**src/rtl/uart_tx_sched.sv**
```systemverilog
// Round-robin transmit scheduler sharing one uart_tx between NREQ frame requesters, with bounded retry.
// Optional build macro UART_TX_SCHED_PRIO_EN gives requester 0 fixed absolute priority.
module uart_tx_sched #(
  parameter int unsigned NREQ      = 3,
  parameter int unsigned PORTCOUNT = 5,
  parameter int unsigned MAX_RETRY = 2
) (
  input  logic                        CLK,
  input  logic                        nRST,
  input  logic [NREQ-1:0]             req,
  input  logic [2*NREQ-1:0]           req_comma_sel,
  input  logic [NREQ*PORTCOUNT*10-1:0] req_data,
  output logic [NREQ-1:0]             ack,
  output logic [NREQ-1:0]             cmpl,
  output logic [NREQ-1:0]             fail,
  output logic                        tx_start,
  output logic [1:0]                  tx_comma_sel,
  output logic [PORTCOUNT*10-1:0]     tx_data,
  input  logic                        tx_done,
  input  logic                        tx_err,
  output logic                        busy,
  output logic [15:0]                 frame_cnt
);

  localparam int unsigned DW    = PORTCOUNT * 10;
  localparam int unsigned PTR_W = (NREQ > 1) ? $clog2(NREQ) : 1;
  localparam int unsigned RTR_W = 3;

  localparam logic [1:0] S_IDLE   = 2'd0;
  localparam logic [1:0] S_LAUNCH = 2'd1;
  localparam logic [1:0] S_WAIT   = 2'd2;
  localparam logic [1:0] S_RETRY  = 2'd3;

  logic [1:0]       state_q, state_d;
  logic [PTR_W-1:0] ptr_q, ptr_d;
  logic [RTR_W-1:0] retry_q, retry_d;
  logic [NREQ-1:0]  ack_q, ack_d;
  logic [NREQ-1:0]  cmpl_q, cmpl_d;
  logic [NREQ-1:0]  fail_q, fail_d;
  logic             tx_start_q, tx_start_d;
  logic [1:0]       comma_q, comma_d;
  logic [DW-1:0]    data_q, data_d;
  logic             busy_q, busy_d;
  logic [15:0]      cnt_q, cnt_d;

  logic [PTR_W-1:0] grant_idx;
  logic [NREQ-1:0]  grant_oh;
  logic [NREQ-1:0]  ptr_oh;
  logic [1:0]       sel_comma;
  logic [DW-1:0]    sel_data;

  // Round-robin: first requester above ptr, else the lowest one at or below ptr.
  always_comb begin
    logic             hi_found;
    logic             lo_found;
    logic [PTR_W-1:0] hi_idx;
    logic [PTR_W-1:0] lo_idx;
    hi_found = 1'b0;
    lo_found = 1'b0;
    hi_idx   = '0;
    lo_idx   = '0;
    for (int unsigned i = 0; i < NREQ; i++) begin
      if (req[i]) begin
        if (!hi_found && (PTR_W'(i) > ptr_q)) begin
          hi_found = 1'b1;
          hi_idx   = PTR_W'(i);
        end
        if (!lo_found) begin
          lo_found = 1'b1;
          lo_idx   = PTR_W'(i);
        end
      end
    end
    grant_idx = hi_found ? hi_idx : lo_idx;
`ifdef UART_TX_SCHED_PRIO_EN
    if (req[0]) begin
      grant_idx = '0;
    end
`endif
    grant_oh  = NREQ'(1) << grant_idx;
    ptr_oh    = NREQ'(1) << ptr_q;
    sel_comma = 2'(req_comma_sel >> (32'(grant_idx) * 2));
    sel_data  = DW'(req_data >> (32'(grant_idx) * DW));
  end

  // Next-state and registered-output logic.
  always_comb begin
    state_d = state_q;
    ptr_d   = ptr_q;
    retry_d = retry_q;
    ack_d   = '0;
    cmpl_d  = '0;
    fail_d  = '0;
    comma_d = comma_q;
    data_d  = data_q;
    cnt_d   = cnt_q;
    case (state_q)
      S_IDLE: begin
        if (|req) begin
          ack_d   = grant_oh;
          comma_d = sel_comma;
          data_d  = sel_data;
          ptr_d   = grant_idx;
          retry_d = '0;
          if (sel_comma == 2'b00) begin
            fail_d = grant_oh;
          end else begin
            state_d = S_LAUNCH;
          end
        end
      end
      S_LAUNCH: state_d = S_WAIT;
      S_WAIT: begin
        // The start-pulse cycle still sees the stale tx_err of a previous frame.
        if (!tx_start_q) begin
          if (tx_done) begin
            cmpl_d  = ptr_oh;
            cnt_d   = cnt_q + 16'd1;
            state_d = S_IDLE;
          end else if (tx_err) begin
            if (retry_q < RTR_W'(MAX_RETRY)) begin
              retry_d = retry_q + RTR_W'(1);
              state_d = S_RETRY;
            end else begin
              fail_d  = ptr_oh;
              state_d = S_IDLE;
            end
          end
        end
      end
      S_RETRY: state_d = S_LAUNCH;
      default: state_d = S_IDLE;
    endcase
    tx_start_d = (state_q == S_LAUNCH);
    busy_d     = (state_d != S_IDLE);
  end

  always_ff @(posedge CLK or negedge nRST) begin
    if (!nRST) begin
      state_q    <= S_IDLE;
      ptr_q      <= PTR_W'(NREQ - 1);
      retry_q    <= '0;
      ack_q      <= '0;
      cmpl_q     <= '0;
      fail_q     <= '0;
      tx_start_q <= 1'b0;
      comma_q    <= '0;
      data_q     <= '0;
      busy_q     <= 1'b0;
      cnt_q      <= '0;
    end else begin
      state_q    <= state_d;
      ptr_q      <= ptr_d;
      retry_q    <= retry_d;
      ack_q      <= ack_d;
      cmpl_q     <= cmpl_d;
      fail_q     <= fail_d;
      tx_start_q <= tx_start_d;
      comma_q    <= comma_d;
      data_q     <= data_d;
      busy_q     <= busy_d;
      cnt_q      <= cnt_d;
    end
  end

  assign ack          = ack_q;
  assign cmpl         = cmpl_q;
  assign fail         = fail_q;
  assign tx_start     = tx_start_q;
  assign tx_comma_sel = comma_q;
  assign tx_data      = data_q;
  assign busy         = busy_q;
  assign frame_cnt    = cnt_q;

endmodule

```
**config.mk**
```make
export PLATFORM = sky130hd
export DESIGN_NAME = uart_tx_sched
export DESIGN_NICKNAME = d
export VERILOG_FILES = /design/src/rtl/uart_tx_sched.sv
export SDC_FILE = /design/constraint.sdc
export NUM_CORES = 1
export LEC_CHECK = 0
export CAP_MARGIN = 20
export CORE_MARGIN = 4
export CORE_UTILIZATION = 41
export CTS_CLUSTER_SIZE = 40
export DETAILED_ROUTE_END_ITERATION = 10
export PLACE_DENSITY = 0.84
export SLEW_MARGIN = 20
export SYNTH_ARGS = -nofsm -noshare
export SYNTH_HDL_FRONTEND = slang
export SYNTH_SLANG_ARGS = --single-unit
```
**constraint.sdc**
```tcl
create_clock -name CLK -period 1.85 [get_ports CLK]
set_input_delay 0.185 -clock CLK [delete_from_list [all_inputs] [get_ports CLK]]
set_output_delay 0.185 -clock CLK [all_outputs]
set_load 0.05 [all_outputs]
```
[Word level (Yosys, flattened, before mapping)]
Cells that the tools add are included.
Word-level totals
  register bits after elaboration: 86
  input port bits: 163
  output and inout port bits: 79
Operators by class
  add/sub/neg operators: 2
  $mul: 1
  magnitude comparators: 4
  eq/ne operators: 8
  shifts and indexed selects: 4
  muxes and demuxes: 42
  bitwise logic cells: 1
  reductions and logical operators: 12
Operators with widths (count)
  >> shifter 150 x 8 -> 50 bit: 1
  two-way mux 3 bit: 16
  two-way mux 2 bit: 11
  adder 16 x 1 -> 16 bit, second input constant: 1
  two-way mux 1 bit: 12
  case mux 3 bit (2 select lines): 2
  != test 2 bit, second input constant: 5
  case mux 2 bit (4 select lines): 1
  multiplier 2 x 5 -> 7 bit, second input constant: 1
  AND reduction 6 bit: 1
  left shift 1 x 2 -> 3 bit, first input constant: 2
  >> shifter 6 x 3 -> 2 bit: 1
  == test 2 bit, second input constant: 2
  > comparator 1 x 2 -> 1 bit, first input constant: 2
  logical NOT 2 bit: 2
  nonzero test 2 bit: 2
  adder 3 x 1 -> 3 bit, second input constant: 1
  < comparator 3 x 2 -> 1 bit, second input constant: 1
  AND reduction 3 bit: 1
  OR reduction 3 bit: 1
  == test 2 x 1 -> 1 bit, second input constant: 1
  > comparator 2 bit, first input constant: 1
  logical AND 1 bit: 2
  logical NOT 1 bit: 2
  2 further kinds: 2

[Logic depth before layout (Yosys ltp)]
Gate-level depths: netlist (run 1).
  word-level depth: 18
  mapped depth: 7
  mapped depth without buffers: 4

[Least setup slack after synthesis (run 1)]
No wires, ideal clock.
  path type: reg2reg
  from: register tx_start_q, in the netlist tx_start
  to: register cnt_q[13], in the netlist frame_cnt[13]
  arrival time: 1659 ps
  setup slack: 51 ps
  cell stages (with the launch flop): 6
  clock period less this slack: 1799 ps
  path through: dfrtp_1 -> nand4bb_1 -> buf_2 -> nor4_2 -> nand4_1 -> xnor2_1
Between the ends
  longest elaborated chain between the ends: 2
RTL lines
  start: declaration: line 40  | logic tx_start_q, tx_start_d;
  start signal: assignment: line 158  | tx_start_q <= tx_start_d;
  NOT 1 bit (no line)
  AND reduction 3 bit (no line)
  end signal: assignment: line 162  | cnt_q <= cnt_d;
  end: declaration: line 44  | logic [15:0] cnt_q, cnt_d;
Every way passes these cells.
A chain may end at the register's enable or synchronous reset.

[Final worst setup path (run 1)]
  from: register cnt_q[3], in the netlist frame_cnt[3]
  to: output port frame_cnt[3]
RTL lines
  end: declaration: line 22  | output logic [15:0] frame_cnt
No word-level cell between the ends.

==> results.sh, run 1 <==
export IMPL_worstPathMaxFanout=5
export IMPL_grt_overflow=0
export IMPL_die_width_um=116
export IMPL_cp_top_family="buffers and inverters"
export IMPL_irDropWorstVdd_v=0.00103
export IMPL_viasPerCell=5.41
export IMPL_clock_path_buffers=2
export IMPL_slew_limit_headroom_pct=59.5
export IMPL_p_comb_share_pct=61.3
export IMPL_postRouteAntennaNets=0
export IMPL_clk_latency_ns=0.33
export IMPL_dp_cells=873
export IMPL_clk_pin_slew_ns=0.06
export IMPL_gp_congestion=0.893
export IMPL_final_nets=907
export IMPL_totalPowerFinal_mw=12.3
export IMPL_layout_setup_ws_ns=0.0500
export IMPL_htree_levels=3
export IMPL_synth_edf_count=0
export IMPL_diodes=0
export IMPL_final_util_pct=68.7
export IMPL_leakagePower_nw=3.49
export IMPL_setup_viol=0
export IMPL_wl_um=16000
export IMPL_path_class="reg2out"
export IMPL_period_share_pct=97.3
export IMPL_initial_core_util_pct=41.9
export IMPL_die_area_um2=13500
export IMPL_cts_buffers=9
export IMPL_rsz0062_at_grt="false"
export IMPL_port_buffers=241
export IMPL_die_y_um=116
export IMPL_drcViolationCount=0
export IMPL_rrSetupSlack_ns=0.10
export IMPL_vias=4819
export IMPL_p_int_mw=6.48
export IMPL_syn_instance_count=487
export IMPL_fp_row_count=39
export IMPL_grt_start_max_net_pins=46
export IMPL_coreArea_um2=11500
export IMPL_max_slew_worst_pin_slew_ns=0.608
export IMPL_clock_sinks=86
export IMPL_drive_gt1_share_pct=12.9
export IMPL_startpoint_type="register"
export IMPL_period_needed_ns=1.80
export IMPL_grt_pass1_vias=4943
export IMPL_p_clk_share_pct=13.4
export IMPL_status="complete, no violations"
export IMPL_antenna_found_initial=0
export IMPL_seq_power_share_pct=25.3
export IMPL_synth_seq_cells=86
export IMPL_hp_class="in2async"
export IMPL_slowest_delay_ns=0.85
export IMPL_switching_power_mw=5.86
export IMPL_cpMaxStageDelayCell="clkdlybuf4s50_1"
export IMPL_first_iter_violations=317
export IMPL_fmax_mhz=556
export IMPL_netlist_area_um2=4810
export IMPL_ys_types=51
export IMPL_arrival_ns=1.61
export IMPL_yosys_warnings=0
export IMPL_slew_violations=0
export IMPL_dp_hpwl_um=12500
export IMPL_worst_path_buf_inv=1
export IMPL_syn2layout_area_growth_pct=63.8
export IMPL_n_fill_cell=842
export IMPL_worst_clock_skew_ns=0.00498
export IMPL_post_drt_wl_per_cell_um=18.0
export IMPL_swShare_pct=47.5
export IMPL_hold_slack_ns=0.412
export IMPL_crit_path_end_kind="output port"
export IMPL_syn_nets=652
export IMPL_grt_usage_pct=23.3
export IMPL_layout_cells_non_filler=890
export IMPL_ys_flop_type="dfrtp_1"
export IMPL_finalHoldViolations=0
export IMPL_synth_area_per_cell_um2=9.87
export IMPL_crit_chain="clkdlybuf4s50_1"
export IMPL_grt_pass1_wl_um=24700
export IMPL_preCtsSetupSlack_ns=-0.120
export IMPL_crit_required_ns=1.66
export IMPL_root_buffer="clkbuf_16"
export IMPL_synth_seq_area_share_pct=44.8
export IMPL_maxCapViolCount=0
export IMPL_dr_pass1_iters=4
export IMPL_cts_tree="yes"
export IMPL_async_flop_share_pct=100
export IMPL_num_io_pins=242
export IMPL_power_density_nw_per_um2=1570
worst paths after layout:
check / to / startpoint / depth (start not counted)
max: frame_cnt[3] / frame_cnt[3] / 1
max in group asynchronous: tx_data[33] / nRST / 3
min in group CLK: tx_data[34] / req_data[134] / 3
min reg2reg: frame_cnt[15] / frame_cnt[15] / 1
max reg2reg: tx_data[31] / ptr_q[1] / 5
min: tx_data[20] / nRST / 2
cell usage after synthesis, drive strengths merged (2+ instances only):
library cell   n  area [µm²]
a211oi        44         330
a21o           3        22.5
a21oi          5        36.3
and2           3        18.8
and3           3        18.8
buf           24         179
clkbuf        10        37.5
dfrtp         85        2130
ha             2        25.0
inv           56         210
mux2i         30         300
nand2         70         270
nand2b         4        25.0
nand3          5        37.5
nand4          3        18.8
nor2          12        45.0
nor2b          5        31.3
nor3           6        30.0
nor3b          2        26.3
o21a           2        15.0
o21ai         49         249
o21bai         2        15.0
o221ai        30         438
o22ai          2        12.5
xnor2          7        61.3
xor2           8        70.1
registers in the layout, indices dropped and copies added (netlist names):
register / cells
tx_comma_sel: 2
tx_data: 50
cmpl: 3
busy: 1
ptr_q: 2
state_q: 2
ack: 3
tx_start: 1
retry_q: 3
frame_cnt: 16
fail: 3
final cells by class:
| class | count | area [µm²] | share of cell area (%) |
|---|---|---|---|
| clock buffer | 12 | 246 | 3.13 |
| clock inverter | 4 | 22.5 | 0.286 |
| inverter | 56 | 210 | 2.67 |
| multi-input combinational | 311 | 2240 | 28.5 |
| sequential | 86 | 2150 | 27.4 |
| tap | 143 | 179 | 2.27 |
| timing repair buffer | 278 | 2820 | 35.8 |
per-layer routing:
| metal | GRT usage [%] | vias to the layer above | routed length [µm] |
|---|---|---|---|
| met5 | 0 | - | 0 |
| met4 | 9.28 | 0 | 404 |
| met3 | 4.04 | 29 | 915 |
| met2 | 40.7 | 191 | 8510 |
| met1 | 28.4 | 2364 | 6170 |
| li1 | - | 2235 | - |
placed cells by master, fill, tap and decap left out, types with 4 or more instances in the layout:
| cell | count |
|---|---|
| o21ai_1 | 19 |
| xor2_1 | 8 |
| o221ai_2 | 28 |
| nor2_1 | 12 |
| buf_4 | 27 |
| clkdlybuf4s50_1 | 239 |
| dfrtp_1 | 85 |
| o21ai_0 | 29 |
| a211oi_1 | 43 |
| nand2_1 | 68 |
| nand3_1 | 4 |
| mux2i_1 | 29 |
| clkbuf_16 | 9 |
| nor2b_1 | 4 |
| xnor2_1 | 7 |
| buf_12 | 10 |
| a21oi_1 | 4 |
| inv_1 | 56 |
| nor3_1 | 6 |
power by group through the flow:
| stage | clock [mW] | sequential (mW) | combinational (mW) |
|---|---|---|---|
| 2_1_floorplan | 0 | 5.29 | 2.58 |
| 3_3_place_gp | 0 | 3.11 | 7.36 |
| 3_5_place_dp | 0 | 3.12 | 7.57 |
| 4_1_cts | 1.69 | 3.12 | 7.59 |
| 5_1_grt | 1.77 | 3.21 | 8.00 |
| 6_report | 1.65 | 3.12 | 7.57 |
per-stage QoR:
step	cell area, µm²	TNS, ns
floorplan	4810	0
global placement	7580	-0.0820
detailed placement	7580	-2.84
CTS	7860	0
global route	7870	0
finish	7870	0
logic make-up after synthesis:
group                    after synthesis  share of synthesized area [%]
adder cells (fa/ha/maj)                2                          0.521
AO/OA/AOI/OAI                        146                           24.8
multiplexers                          30                           6.25
AND/OR/NAND/NOR                      118                           12.0
flip-flops                            86                           44.8
XOR/XNOR                              15                           2.73
buffers and inverters                 90                           8.88
what timing repair did:
item / 4_1_cts / 5_1_grt
resized for setup: 1 / 5
endpoints found under the setup margin: 1 / 5
pin swaps: 0 / 0
hold buffers: 1 / 0
buffers inserted: 0 / 0
hold endpoints to repair: 42 / 0
gates cloned: 0 / 0
Power figures use the tool's default switching activity.
==> inputs of run 2 (changes only) <==
--- a/config.mk
+++ b/config.mk
@@ -15,3 +15,4 @@
 export SYNTH_ARGS = -nofsm -noshare
 export SYNTH_HDL_FRONTEND = slang
 export SYNTH_SLANG_ARGS = --single-unit
+export TNS_END_PERCENT = 100
==> results of run 2 <==
Same layout as run 1: the final DEF is identical, and so are final timing and power.
==> inputs of run 3 (changes only) <==
--- a/config.mk
+++ b/config.mk
@@ -10,6 +10,7 @@
 export CORE_UTILIZATION = 41
 export CTS_CLUSTER_SIZE = 40
 export DETAILED_ROUTE_END_ITERATION = 10
+export MAX_ROUTING_LAYER = met4
 export PLACE_DENSITY = 0.84
 export SLEW_MARGIN = 20
 export SYNTH_ARGS = -nofsm -noshare
==> run 3 against run 2 <==
- maximum frequency increased by 0.69%
- combinational power decreased by 1%
- worst setup slack improved by 0.012 ns
- worst hold slack got worse by 0.088 ns
- design area increased by 0.73%
- global-route usage increased by 0.94 points
- sequential power about the same
- core utilization increased by 0.50 points
- total power increased by 3.4%
- critical path type unchanged
- die area unchanged
- clock skew about the same
==> results.sh, run 3 (synthesis results as in run 1) <==
export IMPL_status="complete, no violations"
export IMPL_regArea_um2=2150
export IMPL_clk_pin_slew_ns=0.06
export IMPL_critPathLaunch="frame_cnt[3]"
export IMPL_largest_register_ffs=50
export IMPL_post_cts_buffers=0
export IMPL_final_nets=906
export IMPL_grt_overflow=0
export IMPL_drcViolationCount=0
export IMPL_clk_latency_ns=0.33
export IMPL_switching_power_mw=5.83
export IMPL_hp_class="in2async"
export IMPL_drive_gt1_share_pct=12.5
export IMPL_worstPathMaxFanout=5
export IMPL_cp_depth=1
export IMPL_leakagePower_nw=3.52
export IMPL_multi_input_area_um2=2240
export IMPL_initial_core_util_pct=41.9
export IMPL_grt_pass1_vias=4922
export IMPL_cpMaxStageDelayCell="clkdlybuf4s50_1"
export IMPL_syn2layout_area_growth_pct=65.0
export IMPL_worst_path_buf_inv=1
export IMPL_crit_path_end_kind="output port"
export IMPL_grt_usage_pct=24.2
export IMPL_fmax_mhz=559
export IMPL_reg2regPathDepth=5
export IMPL_grt_start_max_net_pins=57
export IMPL_irDropWorstVdd_v=0.00135
export IMPL_diodes=0
export IMPL_gp_congestion=0.885
export IMPL_r2r_end="tx_data[10]"
export IMPL_hold_slack_ns=0.325
export IMPL_cts_buffers=9
export IMPL_slowest_delay_ns=0.84
export IMPL_port_buffers=241
export IMPL_p_comb_share_pct=58.5
export IMPL_setup_viol=0
export IMPL_slew_violations=0
export IMPL_finalHoldViolations=0
export IMPL_crit_required_ns=1.66
export IMPL_n_fill_cell=852
export IMPL_final_cell_mix="clkdlybuf4s50_1, dfrtp_1, nand2_1, inv_1, a211oi_1"
export IMPL_period_needed_ns=1.79
export IMPL_reg2reg_from="ptr_q[1]"
export IMPL_max_slew_worst_pin_slew_ns=0.568
export IMPL_worst_clock_skew_ns=0.00505
export IMPL_p_clk_share_pct=17.1
export IMPL_dr_pass1_iters=4
export IMPL_maxCapViolCount=0
export IMPL_swShare_pct=45.7
export IMPL_post_drt_wl_per_cell_um=17.8
export IMPL_wl_um=15800
export IMPL_viasPerCell=5.37
export IMPL_period_share_pct=96.6
export IMPL_vias=4773
export IMPL_postRouteAntennaNets=0
export IMPL_crit_chain="clkdlybuf4s50_1"
export IMPL_clock_sinks=86
export IMPL_path_class="reg2out"
export IMPL_die_width_um=116
export IMPL_totalPowerFinal_mw=12.8
export IMPL_htree_levels=3
export IMPL_coreArea_um2=11500
export IMPL_cp_top_family="buffers and inverters"
export IMPL_first_iter_violations=337
export IMPL_power_density_nw_per_um2=1610
export IMPL_grt_pass1_wl_um=24900
export IMPL_slew_limit_headroom_pct=62.0
export IMPL_num_io_pins=242
export IMPL_clock_path_buffers=2
export IMPL_seq_power_share_pct=24.4
export IMPL_fin_setup_tns_ns=0
export IMPL_die_y_um=116
export IMPL_rrSetupSlack_ns=0.09
export IMPL_p_int_mw=6.93
export IMPL_dp_hpwl_um=12500
export IMPL_layout_commonest_cell="clkdlybuf4s50_1"
export IMPL_antenna_found_initial=0
export IMPL_fp_row_count=39
export IMPL_arrival_ns=1.60
export IMPL_cts_tree="yes"
export IMPL_startpoint_type="register"
export IMPL_root_buffer="clkbuf_16"
export IMPL_die_area_um2=13500
export IMPL_crit_end="frame_cnt[3]"
[run 3: layer usage]
metal  share of wire [%]  track usage, %
met5                   0               -
met2                  53            40.9
met1                  39            29.2
met4                 3.2            9.36
met3                 4.7            3.58
[run 3: worst min-delay path by stage]
| stage | start | end | slack, ns |
|---|---|---|---|
| final | nRST | frame_cnt[15] | 0.32 |
| after global placement | nRST | frame_cnt[15] | 0.14 |
| after detailed placement | nRST | frame_cnt[15] | 0.15 |
| after CTS | nRST | frame_cnt[15] | 0.33 |
| after global routing | nRST | frame_cnt[15] | 0.36 |
| after floorplan | nRST | ack[0] | -0.11 |
[run 3: area by class of cell]
class / instances / share of cell area, %
timing repair buffer: 277 / 35.1
multi-input combinational: 311 / 28.3
sequential: 86 / 27.2
clock buffer: 10 / 2.89
inverter: 56 / 2.65
tap: 143 / 2.26
clock inverter: 6 / 1.69
[run 3: stage by stage]
stage          std cells  instance area [µm²]  utilization, %  worst slack (ns)
3_3_place_gp         872                 7540            65.8           -0.0259
3_5_place_dp         872                 7540            65.8            -0.108
4_1_cts              889                 7920            69.0            0.0391
6_report             889                 7930            69.2            0.0625
2_1_floorplan        487                 4810               -            0.0506
5_1_grt              889                 7930            69.2          -0.00144
[run 3: power by group through the flow]
stage	Combinational [mW]	Sequential [mW]	Clock, mW
final	7.46	3.12	2.18
after detailed placement	7.48	3.12	0
after global placement	7.29	3.11	0
after global routing	7.93	3.21	2.32
after CTS	7.49	3.12	2.23
after floorplan	2.58	5.29	0
[run 3: repair_timing]
item                       CTS  global route
hold endpoints to repair    30             0
resized for setup            0             3
setup endpoints to repair    0            13
hold buffers                 1             0
